File: src/rtl/arb_32_ctrl_pkg.sv
// ---------------------------------------------------------------------------
// arb_32_ctrl_pkg
// Shared definitions for the 32-requester arbiter:
//   NUM_REQ  - number of requesters (32)
//   IDX_W    - width of a requester index (5)
//   state_t  - arbiter FSM encoding (IDLE=0, BUSY=1)
//   id_dec   - index decrement with wrap 0 -> 31 (round-robin pointer update)
// ---------------------------------------------------------------------------
package arb_32_ctrl_pkg;

    localparam int NUM_REQ = 32;
    localparam int IDX_W   = 5;

    typedef enum logic {
        IDLE = 1'b0,
        BUSY = 1'b1
    } state_t;

    // Modulo-32 decrement: the natural wrap of a 5-bit subtraction.
    function automatic logic [IDX_W-1:0] id_dec(input logic [IDX_W-1:0] id);
        return id - {{(IDX_W-1){1'b0}}, 1'b1};
    endfunction

endpackage

File: src/rtl/arb_32_ctrl_pri_enc.sv
// ---------------------------------------------------------------------------
// pri_enc_32_5
// Combinational 32-to-5 priority encoder; the highest set bit wins.
// Ports:
//   vec [31:0] in  - input vector
//   idx [4:0]  out - index of the highest set bit (0 when vec is zero)
//   vld        out - vec has at least one bit set
// ---------------------------------------------------------------------------
module pri_enc_32_5
    import arb_32_ctrl_pkg::*;
(
    input  logic [NUM_REQ-1:0] vec,
    output logic [IDX_W-1:0]   idx,
    output logic               vld
);

    always_comb begin
        idx = '0;
        // Ascending scan: the last hit, i.e. the highest index, is kept.
        for (int i = 0; i < NUM_REQ; i++) begin
            if (vec[i]) begin
                idx = IDX_W'(i);
            end
        end
        vld = |vec;
    end

endmodule

File: src/rtl/arb_32_ctrl.sv
// ---------------------------------------------------------------------------
// arb_32_ctrl
// 32-requester arbiter with a bounded hold time. A grant is held while the
// winner keeps its request high, for at most MAX_HOLD cycles. When the limit
// is reached the grant is revoked with a one-cycle timeout pulse, and the
// revoked requester sits out the next arbitration.
//
// Parameter:
//   MAX_HOLD (2..255, default 16) - maximum cycles a grant stays asserted
// Ports:
//   clk           in  - clock, rising edge
//   rst           in  - synchronous active-high reset
//   en            in  - arbitration enable (a running grant is not affected)
//   req [31:0]    in  - request vector
//   gnt [31:0]    out - one-hot grant, registered
//   gnt_id [4:0]  out - index of the granted requester, 0 when idle
//   gnt_vld       out - a grant is held
//   timeout       out - one-cycle pulse when a grant is revoked by MAX_HOLD
//
// Configuration macro:
//   ARB_ROUND_ROBIN_EN - round-robin selection with a pointer register.
//                        If it is undefined, the highest-index request wins.
// ---------------------------------------------------------------------------
module arb_32_ctrl
    import arb_32_ctrl_pkg::*;
#(
    parameter int MAX_HOLD = 16
) (
    input  logic               clk,
    input  logic               rst,
    input  logic               en,
    input  logic [NUM_REQ-1:0] req,
    output logic [NUM_REQ-1:0] gnt,
    output logic [IDX_W-1:0]   gnt_id,
    output logic               gnt_vld,
    output logic               timeout
);

    localparam logic [7:0]       HOLD_LAST = 8'(MAX_HOLD - 1);
    localparam logic [IDX_W-1:0] ONE_ID    = IDX_W'(1);

    state_t               state_reg,    state_next;
    logic [NUM_REQ-1:0]   gnt_reg,      gnt_next;
    logic [IDX_W-1:0]     gnt_id_reg,   gnt_id_next;
    logic                 gnt_vld_reg,  gnt_vld_next;
    logic                 timeout_reg,  timeout_next;
    logic [7:0]           hold_cnt_reg, hold_cnt_next;
    logic [NUM_REQ-1:0]   mask_reg,     mask_next;

    logic [NUM_REQ-1:0]   req_masked;
    logic [NUM_REQ-1:0]   enc_in;
    logic [IDX_W-1:0]     enc_idx;
    logic                 enc_vld;
    logic [IDX_W-1:0]     win_id;
    logic [NUM_REQ-1:0]   win_onehot;

    // A requester revoked by the hold limit is excluded for one arbitration.
    assign req_masked = req & ~mask_reg;

`ifdef ARB_ROUND_ROBIN_EN
    logic [IDX_W-1:0] ptr_reg, ptr_next;

    // Rotate so that requester ptr lands on bit 31: bit gi of the encoder
    // input is requester (gi + ptr + 1) mod 32. The highest set bit is then
    // the first request found scanning downward from ptr with wrap-around.
    genvar gi;
    generate
        for (gi = 0; gi < NUM_REQ; gi++) begin : g_rot
            assign enc_in[gi] = req_masked[IDX_W'(gi) + ptr_reg + ONE_ID];
        end
    endgenerate

    // Undo the rotation; the 5-bit sum wraps modulo 32.
    assign win_id = enc_idx + ptr_reg + ONE_ID;
`else
    assign enc_in = req_masked;
    assign win_id = enc_idx;
`endif

    pri_enc_32_5 u_pri_enc (
        .vec (enc_in),
        .idx (enc_idx),
        .vld (enc_vld)
    );

    genvar di;
    generate
        for (di = 0; di < NUM_REQ; di++) begin : g_dec
            assign win_onehot[di] = (win_id == IDX_W'(di));
        end
    endgenerate

    always_comb begin
        state_next    = state_reg;
        gnt_next      = gnt_reg;
        gnt_id_next   = gnt_id_reg;
        gnt_vld_next  = gnt_vld_reg;
        timeout_next  = 1'b0;
        hold_cnt_next = hold_cnt_reg;
        mask_next     = mask_reg;
`ifdef ARB_ROUND_ROBIN_EN
        ptr_next      = ptr_reg;
`endif

        unique case (state_reg)
            IDLE: begin
                gnt_next      = '0;
                gnt_id_next   = '0;
                gnt_vld_next  = 1'b0;
                hold_cnt_next = '0;
                // The mask only lives through this one IDLE cycle.
                mask_next     = '0;
                if (en && enc_vld) begin
                    state_next   = BUSY;
                    gnt_next     = win_onehot;
                    gnt_id_next  = win_id;
                    gnt_vld_next = 1'b1;
`ifdef ARB_ROUND_ROBIN_EN
                    ptr_next     = id_dec(win_id);
`endif
                end
            end

            BUSY: begin
                hold_cnt_next = hold_cnt_reg + 8'd1;
                // Release is checked first, so a drop on the last allowed
                // cycle ends the grant normally without a timeout.
                if (!req[gnt_id_reg]) begin
                    state_next    = IDLE;
                    gnt_next      = '0;
                    gnt_id_next   = '0;
                    gnt_vld_next  = 1'b0;
                    hold_cnt_next = '0;
                end else if (hold_cnt_reg == HOLD_LAST) begin
                    state_next    = IDLE;
                    gnt_next      = '0;
                    gnt_id_next   = '0;
                    gnt_vld_next  = 1'b0;
                    hold_cnt_next = '0;
                    timeout_next  = 1'b1;
                    mask_next     = gnt_reg;
                end
            end

            default: begin
                state_next = IDLE;
            end
        endcase
    end

    always_ff @(posedge clk) begin
        if (rst) begin
            state_reg    <= IDLE;
            gnt_reg      <= '0;
            gnt_id_reg   <= '0;
            gnt_vld_reg  <= 1'b0;
            timeout_reg  <= 1'b0;
            hold_cnt_reg <= '0;
            mask_reg     <= '0;
`ifdef ARB_ROUND_ROBIN_EN
            ptr_reg      <= '1;
`endif
        end else begin
            state_reg    <= state_next;
            gnt_reg      <= gnt_next;
            gnt_id_reg   <= gnt_id_next;
            gnt_vld_reg  <= gnt_vld_next;
            timeout_reg  <= timeout_next;
            hold_cnt_reg <= hold_cnt_next;
            mask_reg     <= mask_next;
`ifdef ARB_ROUND_ROBIN_EN
            ptr_reg      <= ptr_next;
`endif
        end
    end

    assign gnt     = gnt_reg;
    assign gnt_id  = gnt_id_reg;
    assign gnt_vld = gnt_vld_reg;
    assign timeout = timeout_reg;

endmodule

File: config.mk
export PLATFORM = sky130hd
export DESIGN_NAME = arb_32_ctrl
export DESIGN_NICKNAME = d
export VERILOG_FILES = /design/src/rtl/arb_32_ctrl_pkg.sv /design/src/rtl/arb_32_ctrl_pri_enc.sv /design/src/rtl/arb_32_ctrl.sv
export SDC_FILE = /design/constraint.sdc
export NUM_CORES = 1
export LEC_CHECK = 0
export ABC_CLOCK_PERIOD_IN_PS = 2400
export BUFFER_PORTS_ARGS = -buffer_cell sky130_fd_sc_hd__buf_2
export CELL_PAD_IN_SITES_DETAIL_PLACEMENT = 0
export CELL_PAD_IN_SITES_GLOBAL_PLACEMENT = 1
export CORE_MARGIN = 2
export CORE_UTILIZATION = 37
export CTS_CLUSTER_SIZE = 12
export DETAILED_ROUTE_END_ITERATION = 10
export HOLD_SLACK_MARGIN = 0.05
export PLACE_DENSITY = 0.76
export SLEW_MARGIN = 20
export SYNTH_ARGS = -nofsm -noshare
export SYNTH_HDL_FRONTEND = slang
export SYNTH_HIERARCHICAL = 1
export SYNTH_SLANG_ARGS = --single-unit
File: constraint.sdc
create_clock -name clk -period 2.4 [get_ports clk]
set_clock_uncertainty 0.1 [all_clocks]
set_input_delay 0 -clock clk [delete_from_list [all_inputs] [get_ports clk]]
set_output_delay 0 -clock clk [all_outputs]
set_load 0.005 [all_outputs]
### Yosys cells after proc, flatten, opt, wreduce, memory -nomap -nowiden

Index checks and enable logic that the tools add are counted.

* output and inout port bits: 39
* word-level logic and storage cells: 108
* bits of input ports: 35
* flip-flop bits (word level): 80

* bitwise operators: 4
* $lt $le $gt $ge: 1
* $add $sub $neg: 1
* reductions and logical operators: 5
* equality and inequality tests: 35
* muxes and demuxes: 55

Operator list (count)
* 32-bit two-way mux: 5
* 32-bit one-hot mux with 2 select lines: 2
* 5-bit two-way mux: 19
* 5-bit equality test (second input constant): 16
* 5-bit by 4-bit equality test with 1-bit output (second input constant): 8
* 32-bit bitwise AND: 1
* 4-bit two-way mux: 8
* 32-bit NOT: 1
* 32-bit OR reduction: 1
* 5-bit by 3-bit equality test with 1-bit output (second input constant): 4
* 8-bit two-way mux: 2
* 8-bit one-hot mux with 2 select lines: 1
* 3-bit two-way mux: 4
* 5-bit by 2-bit equality test with 1-bit output (second input constant): 2
* 5-bit one-hot mux with 2 select lines: 1
* 8-bit by 1-bit adder with 8-bit output (second input constant): 1
* 8-bit by 4-bit equality test with 1-bit output (second input constant): 1
* 1-bit two-way mux: 8
* 5-bit by 6-bit < comparator with 1-bit output (second input constant): 1
* 1-bit binary-select mux with 5-bit select: 1
* 5-bit by 1-bit equality test with 1-bit output (second input constant): 1
* 5-bit logical NOT: 1
* 2-bit two-way mux: 2
* 2-bit by 1-bit inequality test with 1-bit output (second input constant): 2
* other kinds (6): 8

### Longest topological paths before layout

Gate-level depths: netlist of run 1.

* word-level depth: 36
* depth in mapped cells: 10

### Modules after synthesis

The synthesis of run 1 kept the hierarchy.

Modules (own cells, without submodules)
* arb_32_ctrl: cells each 362, area an instance 3354.5 sq um, times used 1
* pri_enc_32_5: cells each 62, area an instance 366.6 sq um, times used 1

### Worst setup path after synthesis of run 1

Ideal clock, no wire load.

* path kind: reg2reg
* start point: reg mask_reg[24]
* end point: reg gnt_reg[25] (netlist: gnt[25])
* buffers on the path: 1
* period minus slack after synthesis: 2368 ps
* slack: 32 ps
* arrival: 2152 ps
* stages on the path, launching flop included: 11
* library setup time: 117 ps
* path through: dfxtp_1 > nor2b_1 > nor4_2 > and3_1 > nand3_2 > or4_1 > nor4bb_1 > clkbuf_1 > nand4b_1 > nor2_1 > o22a_1

* longest elaborated chain between the ends: 13

RTL lines
* start, declared: RTL line arb_32_ctrl.sv:48 `logic [NUM_REQ-1:0] mask_reg, mask_next;`
* start signal, assigned: RTL line arb_32_ctrl.sv:170 `mask_reg <= mask_next;`
* 32-bit NOT: RTL line arb_32_ctrl.sv:58 `assign req_masked = req & ~mask_reg;`
* 32-bit bitwise AND: RTL line arb_32_ctrl.sv:58
* named net enc_in[24]: RTL line arb_32_ctrl.sv:51 `logic [NUM_REQ-1:0] enc_in;`
* 5-bit two-way mux (8 in series): RTL line arb_32_ctrl_pri_enc.sv:21 `if (vec[i]) begin`
* named net enc_idx[4]: RTL line arb_32_ctrl.sv:52 `logic [IDX_W-1:0] enc_idx;`
* 5-bit equality test: RTL line arb_32_ctrl.sv:89 `assign win_onehot[di] = (win_id == IDX_W'(di));`
* 32-bit two-way mux: RTL line arb_32_ctrl.sv:113 `if (en && enc_vld) begin`
* 32-bit one-hot mux with 2 select lines: RTL line arb_32_ctrl.sv:105 `unique case (state_reg)`
* end signal, assigned: RTL line arb_32_ctrl.sv:165 `gnt_reg <= gnt_next;`
* end, declared: RTL line arb_32_ctrl.sv:43 `logic [NUM_REQ-1:0] gnt_reg, gnt_next;`

The timed path passes the listed nets, and every way through them passes these cells.
A chain may end at the register's enable or synchronous reset.

### Final worst setup path of run 1

* start point: reg mask_reg[13]
* end point: reg gnt_reg[13] (netlist: gnt[13])

RTL lines
* 32-bit NOT: RTL line arb_32_ctrl.sv:58
* 32-bit bitwise AND: RTL line arb_32_ctrl.sv:58
* named net enc_in[13]: RTL line arb_32_ctrl.sv:51
* 32-bit OR reduction: RTL line arb_32_ctrl_pri_enc.sv:25 `vld = |vec;`
* named net enc_vld: RTL line arb_32_ctrl.sv:53 `logic enc_vld;`
* 1-bit logical AND: RTL line arb_32_ctrl.sv:113
* 32-bit two-way mux: RTL line arb_32_ctrl.sv:113
* 32-bit one-hot mux with 2 select lines: RTL line arb_32_ctrl.sv:105

The timed path passes the listed nets, and every way through them passes these cells.

==> summary.md, run 1 <==
| Metric | Value |
|---|---|
| Design Area, Final | `0.00483 mm^2` |
| Ranking of synthesized cells by area | `dfxtp_1, nor2b_1, o22ai_1, nand2_1, mux2i_1` |
| Critical Path Fanout Max | `4` |
| Routed WL | `10,500 um` |
| Clk pin slew, worst setup/hold paths | `0.08 ns` |
| Failing checks | `negative setup slack` |
| H-tree depth | `3` |
| First-pass GRT wire length | `17,200 um` |
| DRT Pass-1 Iters | `4` |
| CP Launch Type | `flop` |
| RSZ-0062 raised after global routing | `yes` |
| Final Setup Violations | `1` |
| Largest family of logic cells by synthesized area | `simple AND/OR/NAND/NOR gates` |
| Post-synth top flop | `dfxtp_1` |
| Worst-Skew Late Latency | `0.35 ns` |
| Final Hold Vio Count | `0` |
| Top cell type's share of synthesized area | `43.0%` |
| Place WS | `-0.114 ns` |
| CTS sink cnt | `80` |
| Most frequent cell after synthesis | `dfxtp_1` |
| Post-synthesis mux area share | `4.30%` |
| Effective utilization at floorplan | `38.1%` |
| Pin count of the biggest net entering global routing | `34` |
| Layout cell share with drive strength beyond 1 | `31.2%` |
| Avg Cell Area, Syn | `8.78 um^2` |
| Fillers | `974` |
| Post-synthesis compound-gate area fraction | `20.3%` |
| Status | `finished with violations` |
| Pwr Density | `572 mW/mm^2` |
| Setup WS post-layout | `-0.00170 ns` |
| Psw | `0.000660 W` |
| Leak | `2.00 nW` |
| Yosys cell types | `55` |
| Warnings, synthesis | `6` |
| Simple-Gate Fraction of Synth Area | `22.9%` |
| Area grow syn2layout | `29.8%` |
| Ys async rst share | `0%` |
| Row cnt | `36` |
| Hold path cells | `5` |
| Clock tree root driver cell | `clkbuf_8` |
| VDD IR max | `0.000257 V` |
| Die height | `104 um` |
| TritonCTS clock tree | `yes` |
| Antenna Cells | `0` |
| Slew margin rel. | `69.8%` |
| Synth Instances | `424` |
| Vias | `3,372` |
| I/O pin cnt | `74` |
| Iter 0 DRT Violations | `194` |
| Period utilization | `100%` |
| Initial antenna violation count | `0` |
| Max frequency | `416 MHz` |
| Area of the multi-input gates | `0.00193 mm^2` |
| WS Path Type | `reg -> reg` |
| Post-synthesis sequential area ratio | `43.0%` |
| Critical Path End Type | `flop` |
| Post-synthesis adder-cell area fraction | `0.336%` |
| Die extent in x | `104 um` |
| FF/Latch Area | `0.00161 mm^2` |
| CTS buffer count | `9` |
| Count of pins over their slew limit | `0` |
| Gr usage total | `19.7%` |
| Flop pwr share | `49.3%` |
| Clock buffer depth | `2` |
| Die ar. | `0.0109 mm^2` |
| GRT overflow | `0` |
| Core Area | `0.00977 mm^2` |
| Tot Pwr | `0.00276 W` |
| DRC | `0` |
| GP Congestion | `0.882` |
| Most frequent cells after synthesis | `dfxtp_1, nand2_1, inv_1` |
| Clock share of power | `39.3%` |
| Vias/cell | `5.03` |
| Reg2reg path depth | `8` |
| Max cap viols | `0` |
| Buffers on Ports | `73` |
| EDFF count, synth | `0` |
| Post-synthesis register bit count | `80` |
| Synth Area in XOR/XNOR | `1.41%` |
| Pint | `0.00210 W` |
| Min cycle time layout | `2.40 ns` |
| Syn nets | `460` |
| Sw Ratio | `23.9%` |
| Dominant cell type by area after synthesis | `dfxtp_1` |
| WP data arrival | `2.55 ns` |
| Fin nets | `569` |
| Placed cell area | `0.00445 mm^2` |
| Number of global-route vias before repair | `3,300` |
| Routed wire per std cell | `15.6 um` |
| CP required | `2.54 ns` |
| Worst hold path type | `in -> reg` |
| Antenna viol nets, final | `0` |
| Detailed placement HPWL | `7980 um` |
| Worst-Margin Slew | `0.454 ns` |
| Comb power frac | `11.4%` |
| Cell Area, Synth | `0.00372 mm^2` |
-- cell families (layout without fill, tap and decap cells) --
| kind of cell | after synthesis | after routing |
|---|---|---|
| simple gates | 157 | 157 |
| compound gates | 102 | 102 |
| flops | 80 | 80 |
| buf+inv | 62 | 176 |
| mux | 16 | 16 |
| xor+xnor | 6 | 6 |
| fa+ha+maj | 1 | 1 |
-- area by class of cell --
type,instances,share of cell area [%]
Clock buffer,11,2.93
Clock inverter,5,1.66
Inverter,40,3.11
Multi-Input combinational cell,282,40.1
Sequential cell,80,33.3
Tap cell,133,3.45
Timing Repair Buffer,120,15.5
-- per-layer routing --
layer | global-route usage (%) | vias to the layer above | part of all wire (%)
met4 | 4.34 | 0 | 0.85
li1 | - | 1719 | -
met5 | 0 | - | 0
met1 | 28.2 | 1565 | 48
met2 | 30.3 | 79 | 45
met3 | 4.39 | 9 | 5.9
-- what timing repair did --
action,in CTS,in global routing
pin swaps,8,15
hold endpoints to repair,1,0
resized for setup,13,16
gates cloned,0,0
setup buffers,3,3
hold buffers,1,0
setup endpoints to repair,31,32
-- stage by stage --
stage          TNS [ns]  cells  utilization [%]  hold WS (ns)
3_5_place_dp      -1.26    649             45.6         0.234
6_report       -0.00170    671             49.4         0.144
4_1_cts               0    669             48.7         0.159
2_1_floorplan         0    424                -        0.0805
3_3_place_gp    -0.0985    649             45.6         0.228
5_1_grt          -0.433    671             49.4         0.159
-- critical path: stages, from the launching register on --
cell      delay [ns]
dfxtp_2         0.34
nor2b_2         0.04
or4_4           0.53
or4_4           0.56
nor4bb_4        0.17
nand2b_1        0.14
buf_4           0.15
nor3b_2         0.06
a32o_1          0.22
-- cells in the final DEF (no fill, tap or decap), drive strengths merged, types with 3 or more instances in the layout --
cell,n
a32o,4
a22oi,4
o22ai,32
nand2,45
nand2b,8
dfxtp,80
o21ai,5
o211ai,3
mux2i,16
xnor2,4
nor3,6
clkbuf,11
buf,119
a22o,16
nand3,10
nor4,7
and3,3
o2bb2ai,14
nor2,19
and2,8
or4,3
inv,40
a21oi,9
nor2b,38
-- path summary, 6_finish.rpt --
kind | from | to | slack [ns]
worst max-delay path | mask_reg[13] | gnt[13] | -0.002
worst min-delay path | en | gnt_id[4] | 0.14
worst max register to register | mask_reg[13] | gnt[13] | -0.002
worst min register to register | hold_cnt_reg[0] | hold_cnt_reg[0] | 0.34
-- power groups by stage --
| stage | clock network, W | logic, W | registers (W) |
|---|---|---|---|
| 2_1_floorplan | 0 | 0.000178 | 0.00139 |
| 3_3_place_gp | 0 | 0.000294 | 0.00139 |
| 3_5_place_dp | 0 | 0.000296 | 0.00139 |
| 4_1_cts | 0.00111 | 0.000306 | 0.00136 |
| 5_1_grt | 0.00118 | 0.000347 | 0.00137 |
| 6_report | 0.00108 | 0.000315 | 0.00136 |
Note: power is estimated with default switching activity, not from simulation.
==> run 2, diff against run 1 <==
Settings changed: REMOVE_ABC_BUFFERS set to 1.
==> run 2 against run 1 <==
The flow still finishes with violations (negative setup slack); highest routed layer unchanged; count of clock-buffer cells in the layout rose by 3; sequential power barely moved; die area did not move; flip-flop and latch count did not move; critical path type unchanged; clock power rose by 6%.
==> summary.md, run 2 (same netlist as run 1, synthesis figures left out) <==
| Metric | Value |
|---|---|
| Area of the multi-input gates | `0.00204 mm^2` |
| Final Util | `51.8%` |
| Effective utilization at floorplan | `38.1%` |
| VDD IR max | `0.000239 V` |
| I/O pin cnt | `74` |
| Place WS | `-0.472 ns` |
| Fin nets | `584` |
| CTS sink cnt | `80` |
| Count of pins over their slew limit | `0` |
| GRT overflow | `0` |
| Row cnt | `36` |
| Hold Path End | `hold_cnt_reg[0]` |
| Number of global-route vias before repair | `3,455` |
| Pint | `0.00218 W` |
| Reg2reg setup slack | `-0.02 ns` |
| CP Launch Type | `flop` |
| Hold path cells | `1` |
| Layout cell share with drive strength beyond 1 | `34.5%` |
| Max cap viols | `0` |
| Flop pwr share | `47.6%` |
| Setup WS post-layout | `-0.0156 ns` |
| Fillers | `952` |
| Final Setup Violations | `4` |
| Gr usage total | `21.2%` |
| Iter 0 DRT Violations | `189` |
| Critical Path End Type | `flop` |
| Reg2reg path depth | `9` |
| Min cycle time layout | `2.42 ns` |
| Final Hold Vio Count | `0` |
| Status | `finished with violations` |
| Buffers on Ports | `73` |
| Slew margin rel. | `66.6%` |
| Die extent in x | `104 um` |
| Failing checks | `negative setup slack` |
| CTS buffer count | `9` |
| Die height | `104 um` |
| Core Area | `0.00977 mm^2` |
| Clk pin slew, worst setup/hold paths | `0.08 ns` |
| DRC | `0` |
| Clock tree root driver cell | `clkbuf_8` |
| Antenna Cells | `0` |
| CP required | `2.54 ns` |
| Pin count of the biggest net entering global routing | `43` |
| Hold Crit Start | `hold_cnt_reg[0]` |
| DRT Pass-1 Iters | `4` |
| Setup_tns | `-0.0327 ns` |
| Max frequency | `414 MHz` |
| Antenna viol nets, final | `0` |
| Leak | `2.12 nW` |
| Routed wire per std cell | `16.9 um` |
| RSZ-0062 raised after global routing | `yes` |
| FF/Latch Area | `0.00161 mm^2` |
| WP data arrival | `2.55 ns` |
| Psw | `0.000675 W` |
| Worst-Margin Slew | `0.501 ns` |
| Vias | `3,519` |
| Vias/cell | `5.13` |
| Die ar. | `0.0109 mm^2` |
| Commonest non-fill, non-tap cell in the layout | `dfxtp_1` |
| Clock buffer depth | `2` |
| Pwr Density | `564 mW/mm^2` |
| Worst-Skew Late Latency | `0.35 ns` |
| Clock share of power | `39.8%` |
| TritonCTS clock tree | `yes` |
| Detailed placement HPWL | `8230 um` |
| GP Congestion | `0.896` |
| WS Path Type | `reg -> reg` |
| Critical Path Fanout Max | `7` |
| Worst hold path type | `reg -> reg` |
| Sw Ratio | `23.6%` |
| Area grow syn2layout | `36.2%` |
| First-pass GRT wire length | `18,100 um` |
| Routed WL | `11,600 um` |
| RR Startpoint | `mask_reg[25]` |
| Tot Pwr | `0.00286 W` |
| RR Endpoint | `gnt[13]` |
| Commonest cells after routing, fill and taps aside | `dfxtp_1, buf_2, buf_4` |
| Period utilization | `101%` |
| H-tree depth | `3` |
| Comb power frac | `12.6%` |
| Initial antenna violation count | `0` |
-- run 2: changes by cell type in the layout (fill, tap and decap cells not counted), sizes merged --
cell / before / now
a31o: 1 / 2
clkbuf: 11 / 14
dlygate4sd3: 1 / 2
clkinvlp: 2 / 0
clkinv: 1 / 0
buf: 119 / 132
-- run 2: worst max-delay path by stage --
stage	startpoint	to	slack, ns	depth (start not counted)
after global placement	mask_reg[16]	gnt[13]	-0.27	10
after CTS	mask_reg[12]	gnt[15]	0.008	7
final	mask_reg[25]	gnt[13]	-0.02	9
after detailed placement	mask_reg[24]	gnt[14]	-0.47	9
after floorplan	mask_reg[29]	gnt[14]	-0.42	9
after global routing	mask_reg[20]	gnt[12]	-0.06	9
-- run 2: power by group through the flow --
stage / clock network, W / logic (W) / registers [W]
2_1_floorplan: 0 / 0.000151 / 0.00139
3_3_place_gp: 0 / 0.000315 / 0.00139
3_5_place_dp: 0 / 0.000317 / 0.00139
4_1_cts: 0.00117 / 0.000332 / 0.00136
5_1_grt: 0.00122 / 0.000391 / 0.00136
6_report: 0.00114 / 0.000361 / 0.00136
-- run 2: repair_timing --
item	in CTS	in global routing
endpoints found under the hold margin	1	0
buffers inserted	5	3
pin swaps	10	14
cloned	0	1
hold buffers	2	0
endpoints found under the setup margin	32	37
resized for setup	16	36
-- run 2: final cells by class --
type                            count  area share, %
Clock inverter                      2           1.19
Inverter                           40           2.96
Multi-Input combinational cell    283           40.2
Sequential cell                    80           31.8
Clock buffer                       14           3.41
Timing Repair Buffer              134           17.2
Tap cell                          133           3.28
-- run 2: metal layers --
metal / wire [um] / vias up / track usage, %
li1: - / 1747 / -
met1: 5230 / 1660 / 29.4
met2: 5470 / 102 / 32.7
met3: 796 / 10 / 4.07
met4: 99 / 0 / 7.34
met5: 0 / - / 0
-- run 2: worst max-delay path, cell delays in order (launching register included) --
cell	delay (ns)
dfxtp_1	0.36
nor2b_2	0.07
nor4_4	0.29
and3_4	0.24
nand3_4	0.07
or4_4	0.50
nor4bb_4	0.20
nand2b_4	0.13
nor3b_4	0.07
a32o_1	0.26
-- run 2: through the flow --
| stage | cell area, um^2 | instances | hold slack (ns) |
|---|---|---|---|
| 2_1_floorplan | 3590 | 402 | 0.0805 |
| 3_3_place_gp | 4550 | 660 | 0.226 |
| 3_5_place_dp | 4550 | 660 | 0.254 |
| 4_1_cts | 4900 | 682 | 0.348 |
| 5_1_grt | 5070 | 686 | 0.363 |
| 6_report | 5070 | 686 | 0.344 |
==> run 3, diff against run 2 <==
Settings changed: RECOVER_POWER set to 100.
==> run 3 against run 2 <==
The flow still finishes with violations (negative setup slack); total power up 0.20%; wire length up 0.47%; maximum frequency down 0.36%; worst setup slack worse by 0.0088 ns; largest power group unchanged.
==> summary.md, run 3 (same netlist as run 1, synthesis figures left out) <==
| Metric | Value |
|---|---|
| Status | `finished with violations` |
| Failing checks | `negative setup slack` |
| Die height | `104 um` |
| Antenna viol nets, final | `0` |
| Pin count of the biggest net entering global routing | `43` |
| Routed WL | `11,700 um` |
| Clock tree root driver cell | `clkbuf_8` |
| Clk pin slew, worst setup/hold paths | `0.08 ns` |
| Final Setup Violations | `4` |
| Number of global-route vias before repair | `3,455` |
| DRT Pass-1 Iters | `4` |
| Slowest cell on crit path | `or4_4` |
| Layout cell share with drive strength beyond 1 | `32.2%` |
| GRT overflow | `0` |
| Setup WS post-layout | `-0.0244 ns` |
| Antenna Cells | `0` |
| CTS buffer count | `9` |
| Worst-Skew Late Latency | `0.36 ns` |
| Routed wire per std cell | `17.0 um` |
| Critical Path End Type | `flop` |
| WS Path Type | `reg -> reg` |
| Detailed placement HPWL | `8230 um` |
| Vias | `3,554` |
| Row cnt | `36` |
| Max incr delay on CP | `0.50 ns` |
| Leak | `2.06 nW` |
| Pwr Density | `569 mW/mm^2` |
| Period utilization | `101%` |
| Layout Cells excl Fill | `686` |
| Placed cell area | `0.00455 mm^2` |
| Tot Pwr | `0.00286 W` |
| VDD IR max | `0.000238 V` |
| Die extent in x | `104 um` |
| Placed Cells | `660` |
| Max frequency | `412 MHz` |
| Area grow syn2layout | `35.3%` |
| First-pass GRT wire length | `18,100 um` |
| Final Util | `51.5%` |
| DRC | `0` |
| Vias/cell | `5.18` |
| I/O pin cnt | `74` |
| Design Area, Final | `0.00503 mm^2` |
| Die ar. | `0.0109 mm^2` |
| TritonCTS clock tree | `yes` |
| CP Launch Type | `flop` |
| H-tree depth | `3` |
| GP Congestion | `0.896` |
| Worst hold path type | `reg -> reg` |
| Buffers on Ports | `73` |
| Initial antenna violation count | `0` |
| Core Area | `0.00977 mm^2` |
| Gr usage total | `21.2%` |
| Max cap viols | `0` |
| Iter 0 DRT Violations | `205` |
| Commonest non-fill, non-tap cell in the layout | `dfxtp_1` |
| Fin nets | `584` |
| RSZ-0062 raised after global routing | `yes` |
| Commonest cells after routing, fill and taps aside | `dfxtp_1, buf_2, buf_4` |
| Effective utilization at floorplan | `38.1%` |
| Count of pins over their slew limit | `0` |
| Min cycle time layout | `2.42 ns` |
| WP data arrival | `2.57 ns` |
| CTS sink cnt | `80` |
| Slew margin rel. | `66.3%` |
| Final Hold Vio Count | `0` |
| CP Cell Sequence | `nor2b_2 > nor4_4 > and3_4 > nand3_4 > or4_4 > nor4bb_4 > nand2b_4 > nor3b_4 > a32o_1` |
| Worst-Margin Slew | `0.504 ns` |
| Clock buffer depth | `2` |
| CP required | `2.55 ns` |
| Setup_tns | `-0.0625 ns` |
| Critical Path Fanout Max | `7` |
[run 3: cell types whose count changed in the layout (fill, tap and decap cells not counted)]
cell / before / now
o211ai_2: 1 / 0
buf_12: 3 / 2
buf_2: 73 / 61
o211ai_1: 2 / 3
clkbuf_1: 2 / 14
clkbuf_4: 0 / 1
[run 3: path summary, 6_finish.rpt]
check,startpoint,endpoint,slack [ns],depth (start not counted)
min,hold_cnt_reg[0],hold_cnt_reg[0],0.34,1
max,mask_reg[25],gnt[13],-0.02,9
min reg2reg,hold_cnt_reg[0],hold_cnt_reg[0],0.34,1
max reg2reg,mask_reg[25],gnt[13],-0.02,9
[run 3: report_power, final]
group | switching, W | internal [W] | total [W] | leakage [nW]
Clock | 0.000471 | 0.000673 | 0.00114 | 0.117
Combinational | 0.000191 | 0.000168 | 0.000359 | 1.30
Sequential | 0.0000192 | 0.00134 | 0.00136 | 0.649
[run 3: timing repair]
item,CTS,global route
hold buffers,2,0
endpoints found under the setup margin,32,37
pin swaps,10,14
resized for setup,16,36
hold endpoints to repair,1,0
buffers inserted,5,3
gates cloned,0,1
[run 3: metrics by stage]
| step | setup WS [ns] | hold WS [ns] |
|---|---|---|
| 6_report | -0.0244 | 0.344 |
| 5_1_grt | -0.0645 | 0.363 |
| 4_1_cts | 0.00795 | 0.348 |
| 3_5_place_dp | -0.472 | 0.254 |
| 3_3_place_gp | -0.272 | 0.226 |
| 2_1_floorplan | -0.415 | 0.0805 |
[run 3: final cells by class]
| cell class | count | area (um^2) |
|---|---|---|
| clock buffer | 14 | 173 |
| sequential | 80 | 1610 |
| clock inverter | 2 | 60.1 |
| timing repair buffer | 134 | 846 |
| tap | 133 | 166 |
| fill | 957 | 4740 |
| inverter | 40 | 150 |
| multi-input combinational | 283 | 2030 |
[run 3: metal layers]
layer	global-route usage, %	routed length, um	vias up
met5	0	0	-
li1	-	-	1750
met2	32.7	5410	91
met3	4.07	599	20
met4	7.34	205	0
met1	29.4	5440	1693
[run 3: worst max-delay path, delay by kind of cell, from the launching register on]
kind / cells / cell delay [ns]
AND/OR/NAND/NOR: 8 / 1.57
flip-flops: 1 / 0.36
AO/OA/AOI/OAI: 1 / 0.26
